==> src/rtl/rotate_pkg.sv <==
// ---------------------------------------------------------------------------
// rotate_pkg
// Shared definitions for the right-rotator collector slice.
//   ROT_W  : default data width of the rotator datapath
//   ROT_AW : default amount width (log2 ROT_W)
//   rotr() : reference right-rotate used by the optional result checker
// ---------------------------------------------------------------------------
package rotate_pkg;

  localparam int ROT_W  = 4;
  localparam int ROT_AW = 2;

  // Rotating right is a logical shift of the word concatenated with itself.
  // The low half of the shifted result is the rotated word.
  function automatic logic [ROT_W-1:0] rotr(input logic [ROT_W-1:0]  data,
                                            input logic [ROT_AW-1:0] amt);
    logic [2*ROT_W-1:0] doubled;
    doubled = {data, data} >> amt;
    return doubled[ROT_W-1:0];
  endfunction

endpackage

==> src/rtl/rotate_fifo.sv <==
// ---------------------------------------------------------------------------
// rotate_fifo
// Small synchronous FIFO holding rotated words for the collector.
// Ports:
//   clock     : single clock, all state on posedge
//   reset_n   : synchronous active-low reset (pointers and head register)
//   push      : write push_data at the tail (caller guarantees room, or a
//               simultaneous pop when full)
//   push_data : word to store
//   pop       : remove the head (caller guarantees the FIFO is not empty)
//   head_data : registered copy of the head word; holds when empty
//   empty     : no words stored
//   full      : DEPTH words stored
// Pointers carry one extra wrap bit so full and empty are distinguished by a
// plain compare and wrap-around needs no special casing.
// ---------------------------------------------------------------------------
module rotate_fifo #(
  parameter int DEPTH = 4,
  parameter int W     = 4
) (
  input  logic         clock,
  input  logic         reset_n,
  input  logic         push,
  input  logic [W-1:0] push_data,
  input  logic         pop,
  output logic [W-1:0] head_data,
  output logic         empty,
  output logic         full
);

  localparam int PW = $clog2(DEPTH);
  localparam logic [PW:0] PTR_ONE = {{PW{1'b0}}, 1'b1};

  logic [PW:0]  wr_ptr_q, wr_ptr_d;
  logic [PW:0]  rd_ptr_q, rd_ptr_d;
  logic [W-1:0] mem_q [DEPTH];
  logic [W-1:0] mem_d [DEPTH];
  logic [W-1:0] head_q, head_d;

  assign empty     = (wr_ptr_q == rd_ptr_q);
  assign full      = (wr_ptr_q[PW] != rd_ptr_q[PW]) &&
                     (wr_ptr_q[PW-1:0] == rd_ptr_q[PW-1:0]);
  assign head_data = head_q;

  // The head register looks at the storage as it will be after this edge,
  // so a word written into the slot that becomes the new head (push into an
  // empty FIFO, or pop down to a single just-written entry) is picked up
  // immediately. When the FIFO drains the last head value is kept.
  always_comb begin
    wr_ptr_d = wr_ptr_q;
    rd_ptr_d = rd_ptr_q;
    mem_d    = mem_q;
    head_d   = head_q;
    if (push) begin
      mem_d[wr_ptr_q[PW-1:0]] = push_data;
      wr_ptr_d                = wr_ptr_q + PTR_ONE;
    end
    if (pop) begin
      rd_ptr_d = rd_ptr_q + PTR_ONE;
    end
    if (rd_ptr_d != wr_ptr_d) begin
      head_d = mem_d[rd_ptr_d[PW-1:0]];
    end
  end

  // Storage itself needs no reset; only pointers and the visible head do.
  always_ff @(posedge clock) begin
    mem_q <= mem_d;
    if (!reset_n) begin
      wr_ptr_q <= '0;
      rd_ptr_q <= '0;
      head_q   <= '0;
    end else begin
      wr_ptr_q <= wr_ptr_d;
      rd_ptr_q <= rd_ptr_d;
      head_q   <= head_d;
    end
  end

endmodule

==> src/rtl/rotate_collect.sv <==
// ---------------------------------------------------------------------------
// rotate_collect
// Downstream collector for the right rotator. A valid bit follows each issued
// word through the rotator's two-edge pipeline; the rotated result is pushed
// into a FIFO and handed on over valid/ready. Words arriving at a full FIFO
// with no pop are dropped and counted.
// Ports:
//   clock, reset_n       : clock and synchronous active-low reset
//   in_valid             : rot_din carries a real word this cycle
//   rot_din, rot_amount  : snooped rotator inputs (amount follows din by one)
//   rot_dout             : rotator output, pushed two edges after issue
//   out_valid/out_ready  : FIFO head handshake, out_data is the head word
//   full                 : FIFO holds DEPTH words
//   ovf, drop_cnt        : sticky drop flag and saturating drop counter
//   chk_err              : sticky rotator-result mismatch flag
// Build option: define ROTATE_COLLECT_CHK_EN to include the result checker;
// otherwise chk_err is tied low and no checker logic exists.
// ---------------------------------------------------------------------------
module rotate_collect
  import rotate_pkg::*;
#(
  parameter int W     = ROT_W,
  parameter int AW    = ROT_AW,
  parameter int DEPTH = 4,
  parameter int CW    = 8
) (
  input  logic          clock,
  input  logic          reset_n,
  input  logic          in_valid,
  input  logic [W-1:0]  rot_din,
  input  logic [AW-1:0] rot_amount,
  input  logic [W-1:0]  rot_dout,
  output logic          out_valid,
  input  logic          out_ready,
  output logic [W-1:0]  out_data,
  output logic          full,
  output logic          ovf,
  output logic [CW-1:0] drop_cnt,
  output logic          chk_err
);

  localparam logic [CW-1:0] CNT_ONE = {{(CW-1){1'b0}}, 1'b1};

  logic          v1_q, v1_d;
  logic          v2_q, v2_d;
  logic          ovf_q, ovf_d;
  logic [CW-1:0] drop_cnt_q, drop_cnt_d;
  logic          fifo_empty;
  logic          pop;
  logic          push;
  logic          drop;

  // A pop frees a slot in the same edge, so a full FIFO still accepts the
  // arriving word when the consumer takes the head at the same time.
  assign out_valid = !fifo_empty;
  assign pop       = out_valid && out_ready;
  assign push      = v2_q && (!full || pop);
  assign drop      = v2_q && full && !pop;
  assign ovf       = ovf_q;
  assign drop_cnt  = drop_cnt_q;

  rotate_fifo #(
    .DEPTH (DEPTH),
    .W     (W)
  ) u_fifo (
    .clock     (clock),
    .reset_n   (reset_n),
    .push      (push),
    .push_data (rot_dout),
    .pop       (pop),
    .head_data (out_data),
    .empty     (fifo_empty),
    .full      (full)
  );

  // The valid pipe advances every cycle so bubbles flow through untouched;
  // the drop counter stops at all-ones instead of wrapping.
  always_comb begin
    v1_d       = in_valid;
    v2_d       = v1_q;
    ovf_d      = ovf_q || drop;
    drop_cnt_d = drop_cnt_q;
    if (drop && (drop_cnt_q != '1)) begin
      drop_cnt_d = drop_cnt_q + CNT_ONE;
    end
  end

  always_ff @(posedge clock) begin
    if (!reset_n) begin
      v1_q       <= 1'b0;
      v2_q       <= 1'b0;
      ovf_q      <= 1'b0;
      drop_cnt_q <= '0;
    end else begin
      v1_q       <= v1_d;
      v2_q       <= v2_d;
      ovf_q      <= ovf_d;
      drop_cnt_q <= drop_cnt_d;
    end
  end

`ifdef ROTATE_COLLECT_CHK_EN
  logic [W-1:0] din_q, din_d;
  logic [W-1:0] exp_q, exp_d;
  logic         chk_err_q, chk_err_d;

  // The checker mirrors the rotator's timing: din captured with the issue,
  // expected result formed when the amount arrives, compared at push time.
  // Dropped words are checked too, since only v2 qualifies the compare.
  always_comb begin
    din_d     = rot_din;
    exp_d     = rotr(din_q, rot_amount);
    chk_err_d = chk_err_q || (v2_q && (rot_dout != exp_q));
  end

  always_ff @(posedge clock) begin
    if (!reset_n) begin
      din_q     <= '0;
      exp_q     <= '0;
      chk_err_q <= 1'b0;
    end else begin
      din_q     <= din_d;
      exp_q     <= exp_d;
      chk_err_q <= chk_err_d;
    end
  end

  assign chk_err = chk_err_q;
`else
  // Without the checker the snooped din/amount are not needed.
  logic unused_chk_inputs;
  assign unused_chk_inputs = ^{rot_din, rot_amount};
  assign chk_err           = 1'b0;
`endif

endmodule

==> config.mk <==
export PLATFORM = sky130hd
export DESIGN_NAME = rotate_collect
export DESIGN_NICKNAME = d
export VERILOG_FILES = /design/src/rtl/rotate_pkg.sv /design/src/rtl/rotate_fifo.sv /design/src/rtl/rotate_collect.sv
export SDC_FILE = /design/constraint.sdc
export NUM_CORES = 1
export LEC_CHECK = 0
export CORE_ASPECT_RATIO = 0.6
export CORE_MARGIN = 2
export CORE_UTILIZATION = 30
export CTS_CLUSTER_DIAMETER = 80
export DETAILED_ROUTE_END_ITERATION = 10
export GPL_TIMING_DRIVEN = 0
export PLACE_DENSITY = 0.53
export SLEW_MARGIN = 20
export SYNTH_ARGS = -nofsm -noshare
export SYNTH_HDL_FRONTEND = slang
export SYNTH_HIERARCHICAL = 1
export SYNTH_SLANG_ARGS = --single-unit
==> constraint.sdc <==
create_clock -name clock -period 2.6 [get_ports clock]
set_input_delay 0.26 -clock clock [delete_from_list [all_inputs] [get_ports clock]]
set_output_delay 0.26 -clock clock [all_outputs]
set_load 0.005 [all_outputs]
==> summary.md, run 1 <==
| Metric | Value |
|---|---|
| Status | completed |
| Starting DRC count in detailed routing | 35 |
| Die area | between 6000 and 7000 um^2 |
| Dpl hpwl | between 2 and 3 mm |
| Reg clk slew, reported paths | 0.07 ns |
| Peak VDD IR | 0.238 mV |
| Final setup fails | 0 |
| Crit Path Max Fanout | 6 |
| TritonRoute pass-1 iters | 4 |
| Initial antenna violation count | 0 |
| Clock Skew | around 0.0065 ns |
| Syn Nets | around 170 |
| CP startpoint kind | register |
| Via count | ~1.2k |
| I/O pin cnt | 30 |
| Cell row count | 21 |
| Leakage | 0.945 nW |
| Critical Path End Type | register |
| Finished Cell Area | about 2300 um^2 |
| Root Driver | clkbuf_8 |
| Total GRT Usage | approximately 12% |
| Worst slack at placement | -0.259 ns |
| Kind of critical path | reg -> reg |
| RD Place Congestion | 0.750 |
| Seq/Total Area, Yosys | a little over two fifths |
| Syn. warnings | 6 |
| CTS tree | built |
| FF+latch count, synth | 37 |
| Chip Width | slightly above 100 um |
| Via density | around 4.5 |
| Fmax | ~0.4 GHz |
| Total clock sinks | 37 |
| Final period utilization | between 90% and 100% |
| Num CTS Buffers | 5 |
| Fin. Hold Viols | 0 |
| RSZ-0062 raised after global routing | false |
| Cell Area, Synth | about 1700 um^2 |
| Number of synthesized flops with an enable pin | 0 |
| Primary FF master, synth | dfxtp_1 |
| PwrDens | roughly 630 nW/um^2 |
| Post-route ant nets | 0 |
| Hold Path Class | reg -> reg |
| Max H-tree Level | 2 |
| Area Growth Syn to Fin | 30.5% |
| Worst Hold Slack | around 0.45 ns |
| Commonest non-fill, non-tap cell in the layout | dfxtp_1 |
| Crit path required time | ~2.8 ns |
| Min Tclk post-route | roughly 2.5 ns |
| PortBufs | 22 |
| Final wirelength | 3.62 mm |
| Fin nets | 200 |
| GRT Residual Overflow | 0 |
| First-pass GRT wire length | 5.91 mm |
| Hold_buf cts | 0 |
| Worst-skew pair later-pin latency | ~0.3 ns |
| Max Cap Viol | 0 |
| Setup WS post-layout | roughly 0.12 ns |
| DR WL/cell | roughly 14 um |
| Worst EP arrival | approximately 2.7 ns |
| Mapped Cells | about 150 |
| Commonest non-fill, non-tap cells in the layout | dfxtp_1, clkdlybuf4s50_1, mux2_2 |
| Async SR Flop Fraction | 0% |
| Die H | around 63 um |
| DRC | 0 |
| Ant diodes | 0 |
| Final Power | 1.42 mW |
| Netlist cell types | 39 |
| Syn Area/Cell | approximately 12 um^2 |
| Placed cell areas | 2050 um^2 |
| Vias in the first global route | between 1k and 1.5k |
| Longest Clk Path Bufs | 2 |
| Layout cells sized above 1 | between 30 and 40% |
| Largest net degree at the start of global routing | 12 |
| Starting density of the core | a little under a third |
| Pins Over Slew Limit | 0 |
| Core outline area | 5570 um^2 |
## per-layer routing
metal  vias up  wire length, um  global-route usage [%]
met5         -                0                       0
met4         0               10                    4.50
met3         2              150                    4.81
met2        17             1630                    18.0
met1       566             1830                    16.8
li1        585                -                       -
## cell usage after synthesis (2+ instances only)
library cell,n,area (um^2)
inv_1,6,22.5
and2_1,4,25.0
and2_2,2,15.0
nor2b_1,3,18.8
o211a_1,5,50.1
mux2i_1,5,50.1
o21ai_0,2,10.0
dfxtp_1,37,741
or4_1,4,30.0
nand2_1,10,37.5
mux2_2,17,191
xnor2_1,8,70.1
nor3_2,2,20.0
nand2b_1,3,18.8
buf_4,2,15.0
nand4_1,2,12.5
nor2_1,5,18.8
and3_1,3,18.8
ha_1,6,75.1
mux4_1,4,105
## registers in the layout, indices dropped and copies added (netlist names)
register / cells
u_fifo/head_data: 4
v1_q: 1
ovf: 1
v2_q: 1
drop_cnt: 8
u_fifo/wr_ptr_q: 3
u_fifo/mem_q: 16
u_fifo/rd_ptr_q: 3
## cells by family after synthesis
group / Yosys count / synth area share [%]
other: 1 / 0.216
XOR/XNOR: 10 / 7.00
AND/OR/NAND/NOR: 48 / 18.0
adder cells (fa/ha/maj): 6 / 4.33
flip-flops: 37 / 42.7
AO/OA/AOI/OAI: 11 / 5.13
multiplexers: 26 / 20.0
buffers and inverters: 10 / 2.60
## path summary, 6_finish.rpt
check / from / slack, ns / cells after the start / to
hold reg to reg: v1_q / 0.45 / 1 / v2_q
setup reg to reg: u_fifo/rd_ptr_q[2] / 0.12 / 9 / u_fifo/head_data[1]
setup / recovery: u_fifo/rd_ptr_q[2] / 0.12 / 9 / u_fifo/head_data[1]
hold / removal: v1_q / 0.45 / 1 / v2_q
## cell type report
type                            count  area, um^2
Fill cell                         540        3310
Multi-Input combinational cell    102        1020
Sequential cell                    37         749
Timing Repair Buffer               24         235
Tap cell                           80         100
Clock buffer                        5        68.8
Clock inverter                      2        35.0
Buffer                              4        26.3
Inverter                            6        22.5
## critical path: stages, from the launching register on
cell and delay [ns]:
dfxtp_2 0.36, xnor2_4 0.24, and3_4 0.24, nor2b_4 0.04, o21a_1 0.17, buf_6 0.15
nand2_4 0.10, mux2_2 0.35, mux4_1 0.51, o211a_1 0.22
## through the flow
| step | cells | utilization (%) | setup TNS, ns |
|---|---|---|---|
| after floorplan | 149 | - | 0 |
| after global placement | 251 | 36.9 | -1.02 |
| after detailed placement | 251 | 36.9 | -0.921 |
| after CTS | 260 | 39.5 | 0 |
| after global routing | 260 | 40.6 | 0 |
| final | 260 | 40.6 | 0 |
## where the power goes
| group | leakage, nW | total (mW) | switching (mW) | internal (mW) |
|---|---|---|---|---|
| Sequential | 0.305 | 0.648 | 0.0243 | 0.623 |
| Clock | 0.0540 | 0.485 | 0.206 | 0.279 |
| Combinational | 0.586 | 0.286 | 0.118 | 0.168 |
| Total | 0.945 | 1.42 | 0.349 | 1.07 |
## repair_timing
item / in CTS / in global routing
pin swaps: 2 / 2
setup buffers: 2 / 0
gates cloned: 0 / 0
endpoints found under the setup margin: 4 / 4
resized for setup: 13 / 14
(Power assumes the default switching activity.)
==> run 2, diff against run 1 <==
--- a/config.mk
+++ b/config.mk
@@ -7,11 +7,11 @@
 export LEC_CHECK = 0
 export CORE_ASPECT_RATIO = 0.6
 export CORE_MARGIN = 2
-export CORE_UTILIZATION = 30
+export CORE_UTILIZATION = 52
 export CTS_CLUSTER_DIAMETER = 80
 export DETAILED_ROUTE_END_ITERATION = 10
 export GPL_TIMING_DRIVEN = 0
-export PLACE_DENSITY = 0.53
+export PLACE_DENSITY = 0.8
 export SLEW_MARGIN = 20
 export SYNTH_ARGS = -nofsm -noshare
 export SYNTH_HDL_FRONTEND = slang
==> constraint.sdc (replaced) <==
create_clock -name clock -period 2.3 [get_ports clock]
set_input_delay 0.23 -clock clock [delete_from_list [all_inputs] [get_ports clock]]
set_output_delay 0.23 -clock clock [all_outputs]
set_load 0.005 [all_outputs]
==> summary.md, run 2 (same netlist as run 1, synthesis figures left out) <==
| Metric | Value |
|---|---|
| R2R Setup Slk | -0.17 ns (was 0.12 ns) |
| Layout cells sized above 1 | 37.3% (was 31.1%) |
| Crit Path Max Fanout | 6 (unchanged) |
| Via count | 1275 (was 1170) |
| CP Cell Sequence | xnor2_2, and3_4, nor2b_4, o21a_1, buf_12, nand2_8, mux2_4, mux4_2, o211a_1 (was xnor2_4, and3_4, nor2b_4, o21a_1, buf_6, nand2_4, mux2_2, mux4_1, o211a_1) |
| DRC | 0 (unchanged) |
| I/O pin cnt | 30 (unchanged) |
| Dpl hpwl | 2.63 mm (was 2.62 mm) |
| Starting DRC count in detailed routing | 51 (was 35) |
| Longest Clk Path Bufs | 2 (unchanged) |
| Die area | 3830 um^2 (was 6420 um^2) |
| Kind of critical path | reg -> reg (unchanged) |
| Pins Over Slew Limit | 0 (unchanged) |
| Worst EP arrival | 2.65 ns (was 2.67 ns) |
| CP top delay family | multiplexers (unchanged) |
| Starting density of the core | 53.8% (was 31.1%) |
| Ant diodes | 0 (unchanged) |
| Final wirelength | 3.94 mm (was 3.62 mm) |
| PortBufs | 22 (unchanged) |
| DR WL/cell | 16.6 um (was 13.9 um) |
| Chip Width | 78.5 um (was 102 um) |
| TritonRoute pass-1 iters | 4 (unchanged) |
| Peak VDD IR | 0.403 mV (was 0.238 mV) |
| Fin nets | 212 (was 200) |
| Setup_tns | -0.587 ns (was 0 ns) |
| CTS tree | built (unchanged) |
| Post-route ant nets | 0 (unchanged) |
| Max FFs per register | 16 (unchanged) |
| Hold_buf cts | 0 (unchanged) |
| Worst path bufs/invs | 1 (unchanged) |
| Min Tclk post-route | 2.47 ns (was 2.48 ns) |
| First-pass GRT wire length | 6.15 mm (was 5.91 mm) |
| Max Cap Viol | 0 (unchanged) |
| Hold Path Class | reg -> reg (unchanged) |
| RSZ-0062 raised after global routing | true (was false) |
| Worst path max stage delay | 0.51 ns (about the same) |
| Fmax | 0.406 GHz (was 0.403 GHz) |
| Max H-tree Level | 2 (unchanged) |
| Failing checks | setup timing |
| Setup WS post-layout | -0.165 ns (was 0.118 ns) |
| Critical Path End Type | register (unchanged) |
| FILL cells | 214 (was 540) |
| CP startpoint kind | register (unchanged) |
| Area Growth Syn to Fin | 40.8% (was 30.5%) |
| Crit path required time | 2.48 ns (was 2.79 ns) |
| PwrDens | 724 nW/um^2 (was 627 nW/um^2) |
| Worst-skew pair later-pin latency | 0.29 ns (was 0.30 ns) |
| Commonest non-fill, non-tap cell in the layout | dfxtp_1 (unchanged) |
| Root Driver | clkbuf_8 (unchanged) |
| Die H | 48.7 um (was 62.9 um) |
| Via density | 5.36 (was 4.50) |
| RD Place Congestion | 0.841 (was 0.750) |
| Total clock sinks | 37 (unchanged) |
| Worst slack at placement | -0.361 ns (was -0.259 ns) |
| Reg with most FFs | u_fifo/mem_q (unchanged) |
| Largest net degree at the start of global routing | 13 (was 12) |
| Clock Skew | 0.00480 ns (was 0.00646 ns) |
| Crit-path slowest cell | mux4_2 (was mux4_1) |
| Commonest non-fill, non-tap cells in the layout | dfxtp_1, clkdlybuf4s50_1, buf_4 (was dfxtp_1, clkdlybuf4s50_1, mux2_2) |
| Num CTS Buffers | 5 (unchanged) |
| Final core occ | 75.7% (was 40.6%) |
| Core outline area | 3220 um^2 (was 5570 um^2) |
| Vias in the first global route | 1263 (was 1199) |
| Final setup fails | 4 (was 0) |
| GRT Residual Overflow | 0 (unchanged) |
| Total GRT Usage | 21.5% (was 12.4%) |
| Leakage | 1.05 nW (was 0.945 nW) |
| Fin. Hold Viols | 0 (unchanged) |
| Status | complete, but fails checks (was completed) |
| Cell row count | 16 (was 21) |
| Final period utilization | 107% (was 95.5%) |
| Initial antenna violation count | 0 (unchanged) |
| Reg clk slew, reported paths | 0.07 ns (about the same) |
-- run 2: changes by cell type in the layout (fill, tap and decap cells not counted), moves of 2 or more --
cell and delta:
dfxtp_4 +2, nand2_8 +3, nand2_4 -3, mux2_4 +12, buf_4 +12, mux2_2 -12
-- run 2: routing by layer --
metal  vias to the layer above  routed length (um)  global-route usage (%)  share of wire, %
li1                        613                   -                       -                 -
met1                       631                1970                    30.1                50
met2                        24                1760                    31.9                45
met3                         7                 146                    5.78               3.7
met4                         0                  66                    7.89               1.7
met5                         -                   0                       0                 0
-- run 2: stage by stage --
step / total power, mW / hold slack [ns] / instance area, um^2 / cells
5_1_grt: 1.85 / 0.451 / 2440 / 238
3_3_place_gp: 1.04 / 0.424 / 2040 / 216
3_5_place_dp: 1.05 / 0.429 / 2040 / 216
6_report: 1.77 / 0.438 / 2440 / 238
2_1_floorplan: 0.944 / 0.357 / 1770 / 149
4_1_cts: 1.74 / 0.441 / 2340 / 232
-- run 2: final timing paths --
check / cells after the start / end / from
setup / recovery: 9 / u_fifo/head_data[0] / u_fifo/wr_ptr_q[2]
setup reg to reg: 9 / u_fifo/head_data[0] / u_fifo/wr_ptr_q[2]
hold reg to reg: 1 / v2_q / v1_q
hold / removal: 1 / v2_q / v1_q
-- run 2: cell type report --
cell class	instances	area, um^2	share of cell area [%]
multi-input combinational	102	1110	45.5
sequential	37	756	31.0
timing repair buffer	36	325	13.3
clock buffer	5	68.8	2.82
clock inverter	3	65.1	2.67
tap	45	56.3	2.31
buffer	4	35.0	1.44
inverter	6	22.5	0.923
-- run 2: power breakdown --
group	switching [mW]	internal, mW	leakage, nW
clock network	0.232	0.431	0.0681
logic	0.150	0.220	0.674
registers	0.0298	0.703	0.306
-- run 2: what timing repair did --
item	CTS	global route
cloned	0	0
pin swaps	8	8
setup buffers	8	6
gates resized for setup	20	11
setup endpoints to repair	4	4
==> run 3, diff against run 2 <==
--- a/config.mk
+++ b/config.mk
@@ -6,7 +6,6 @@
 export NUM_CORES = 1
 export LEC_CHECK = 0
 export CORE_ASPECT_RATIO = 0.6
-export CORE_MARGIN = 2
 export CORE_UTILIZATION = 52
 export CTS_CLUSTER_DIAMETER = 80
 export DETAILED_ROUTE_END_ITERATION = 10
==> summary.md, run 3 (same netlist as run 1, synthesis figures left out) <==
| Metric | Value |
|---|---|
| Worst-skew pair later-pin latency | 0.29 ns (about the same) |
| Finished Cell Area | 2360 um^2 (was 2440 um^2) |
| CP startpoint kind | register (unchanged) |
| PwrDens | 651 nW/um^2 (was 724 nW/um^2) |
| Clock Skew | 0.00647 ns (was 0.00480 ns) |
| Hold_buf cts | 0 (unchanged) |
| DR WL/cell | 17.2 um (was 16.6 um) |
| CTS tree | built (unchanged) |
| Fmax | 0.405 GHz (was 0.406 GHz) |
| Critical Path End Type | register (unchanged) |
| Fin nets | 206 (was 212) |
| Kind of critical path | reg -> reg (unchanged) |
| Die area | 3570 um^2 (was 3830 um^2) |
| Pins Over Slew Limit | 0 (unchanged) |
| Die H | 46.7 um (was 48.7 um) |
| I/O pin cnt | 30 (unchanged) |
| Placed cell areas | 2040 um^2 (about the same) |
| Core outline area | 3020 um^2 (was 3220 um^2) |
| Peak VDD IR | 0.430 mV (was 0.403 mV) |
| Post-route ant nets | 0 (unchanged) |
| Final setup fails | 4 (unchanged) |
| Chip Width | 76.5 um (was 78.5 um) |
| Via count | 1268 (was 1275) |
| Final wirelength | 3.94 mm (about the same) |
| Largest net degree at the start of global routing | 13 (unchanged) |
| Crit path required time | 2.48 ns (about the same) |
| Crit Path Max Fanout | 6 (unchanged) |
| Longest Clk Path Bufs | 2 (unchanged) |
| Max H-tree Level | 2 (unchanged) |
| Failing checks | setup timing (unchanged) |
| RSZ-0062 raised after global routing | true (unchanged) |
| Hold Path Class | reg -> reg (unchanged) |
| Max FFs per register | 16 (unchanged) |
| Worst reg2reg path depth | 10 (was 9) |
| DRC | 0 (unchanged) |
| Max Cap Viol | 0 (unchanged) |
| Final period utilization | 107% (about the same) |
| Min Tclk post-route | 2.47 ns (about the same) |
| Vias in the first global route | 1157 (was 1263) |
| Final core occ | 78.0% (was 75.7%) |
| Cell row count | 15 (was 16) |
| Total clock sinks | 37 (unchanged) |
| Layout cells sized above 1 | 34.8% (was 37.3%) |
| Ant diodes | 0 (unchanged) |
| RD Place Congestion | 0.824 (was 0.841) |
| PortBufs | 22 (unchanged) |
| Hold Crit Depth | 1 (unchanged) |
| Num CTS Buffers | 5 (unchanged) |
| Worst slack at placement | -0.369 ns (was -0.361 ns) |
| GRT Residual Overflow | 0 (unchanged) |
| TritonRoute pass-1 iters | 4 (unchanged) |
| Starting DRC count in detailed routing | 67 (was 51) |
| Starting density of the core | 57.3% (was 53.8%) |
| Setup WS post-layout | -0.171 ns (was -0.165 ns) |
| Dpl hpwl | 2.72 mm (was 2.63 mm) |
| Worst Hold Slack | 0.458 ns (was 0.438 ns) |
| Total GRT Usage | 22.7% (was 21.5%) |
| Root Driver | clkbuf_8 (unchanged) |
| First-pass GRT wire length | 5.76 mm (was 6.15 mm) |
| Commonest non-fill, non-tap cells in the layout | dfxtp_1, clkdlybuf4s50_1, mux2_4 (was dfxtp_1, clkdlybuf4s50_1, buf_4) |
| Area Growth Syn to Fin | 36.0% (was 40.8%) |
| Worst EP arrival | 2.66 ns (was 2.65 ns) |
| Reg with most FFs | u_fifo/mem_q (unchanged) |
| Setup_tns | -0.657 ns (was -0.587 ns) |
| Reg clk slew, reported paths | 0.07 ns (about the same) |
| Via density | 5.54 (was 5.36) |
| Commonest non-fill, non-tap cell in the layout | dfxtp_1 (unchanged) |
| Fin. Hold Viols | 0 (unchanged) |
| Leakage | 1.01 nW (was 1.05 nW) |
| Initial antenna violation count | 0 (unchanged) |
| Status | complete, but fails checks (unchanged) |
[run 3: layer usage]
metal	part of all wire [%]	track usage [%]	vias up
met2	47	36.9	29
met5	0	0	-
met3	3.4	5.74	4
met1	49	30.2	634
met4	0.64	8.08	0
li1	-	-	601
[run 3: final cells by class]
class                   instances  area (um^2)
fillers                       182          666
multi-input cells             102         1110
well taps                      42         52.6
clock buffers                   5         68.8
plain buffers                   4         35.0
flip-flops and latches         37          756
clock inverters                 3         17.5
inverters                       6         22.5
repair buffers                 30          293
[run 3: where the power goes]
part           switching, mW  internal [mW]  leakage, nW
sequential            0.0311          0.703        0.306
combinational          0.141          0.218        0.663
clock                  0.232          0.209       0.0439
total                  0.404           1.13         1.01
[run 3: path summary, 6_finish.rpt]
path                 startpoint                  end  slack (ns)
max          u_fifo/wr_ptr_q[0]  u_fifo/head_data[2]       -0.17
min                        v1_q                 v2_q        0.46
max reg2reg  u_fifo/wr_ptr_q[0]  u_fifo/head_data[2]       -0.17
min reg2reg                v1_q                 v2_q        0.46
[run 3: stage by stage]
step	power (mW)	cells
2_1_floorplan	0.944	149
3_3_place_gp	1.04	213
3_5_place_dp	1.05	213
4_1_cts	1.53	228
5_1_grt	1.60	229
6_report	1.53	229
[run 3: timing repair]
action | 4_1_cts | 5_1_grt
setup endpoints to repair | 4 | 4
pin swaps | 5 | 2
hold endpoints to repair | 0 | 0
buffers inserted | 7 | 1
gates resized for setup | 27 | 6
[run 3: worst max-delay path: stages, from the launching register on]
cell	delay (ns)
dfxtp_4	0.38
xnor2_2	0.20
nand2_2	0.10
nor2_4	0.13
inv_1	0.05
o21a_1	0.21
buf_12	0.16
nand2_8	0.10
mux2_4	0.31
mux4_2	0.48
o211a_1	0.22
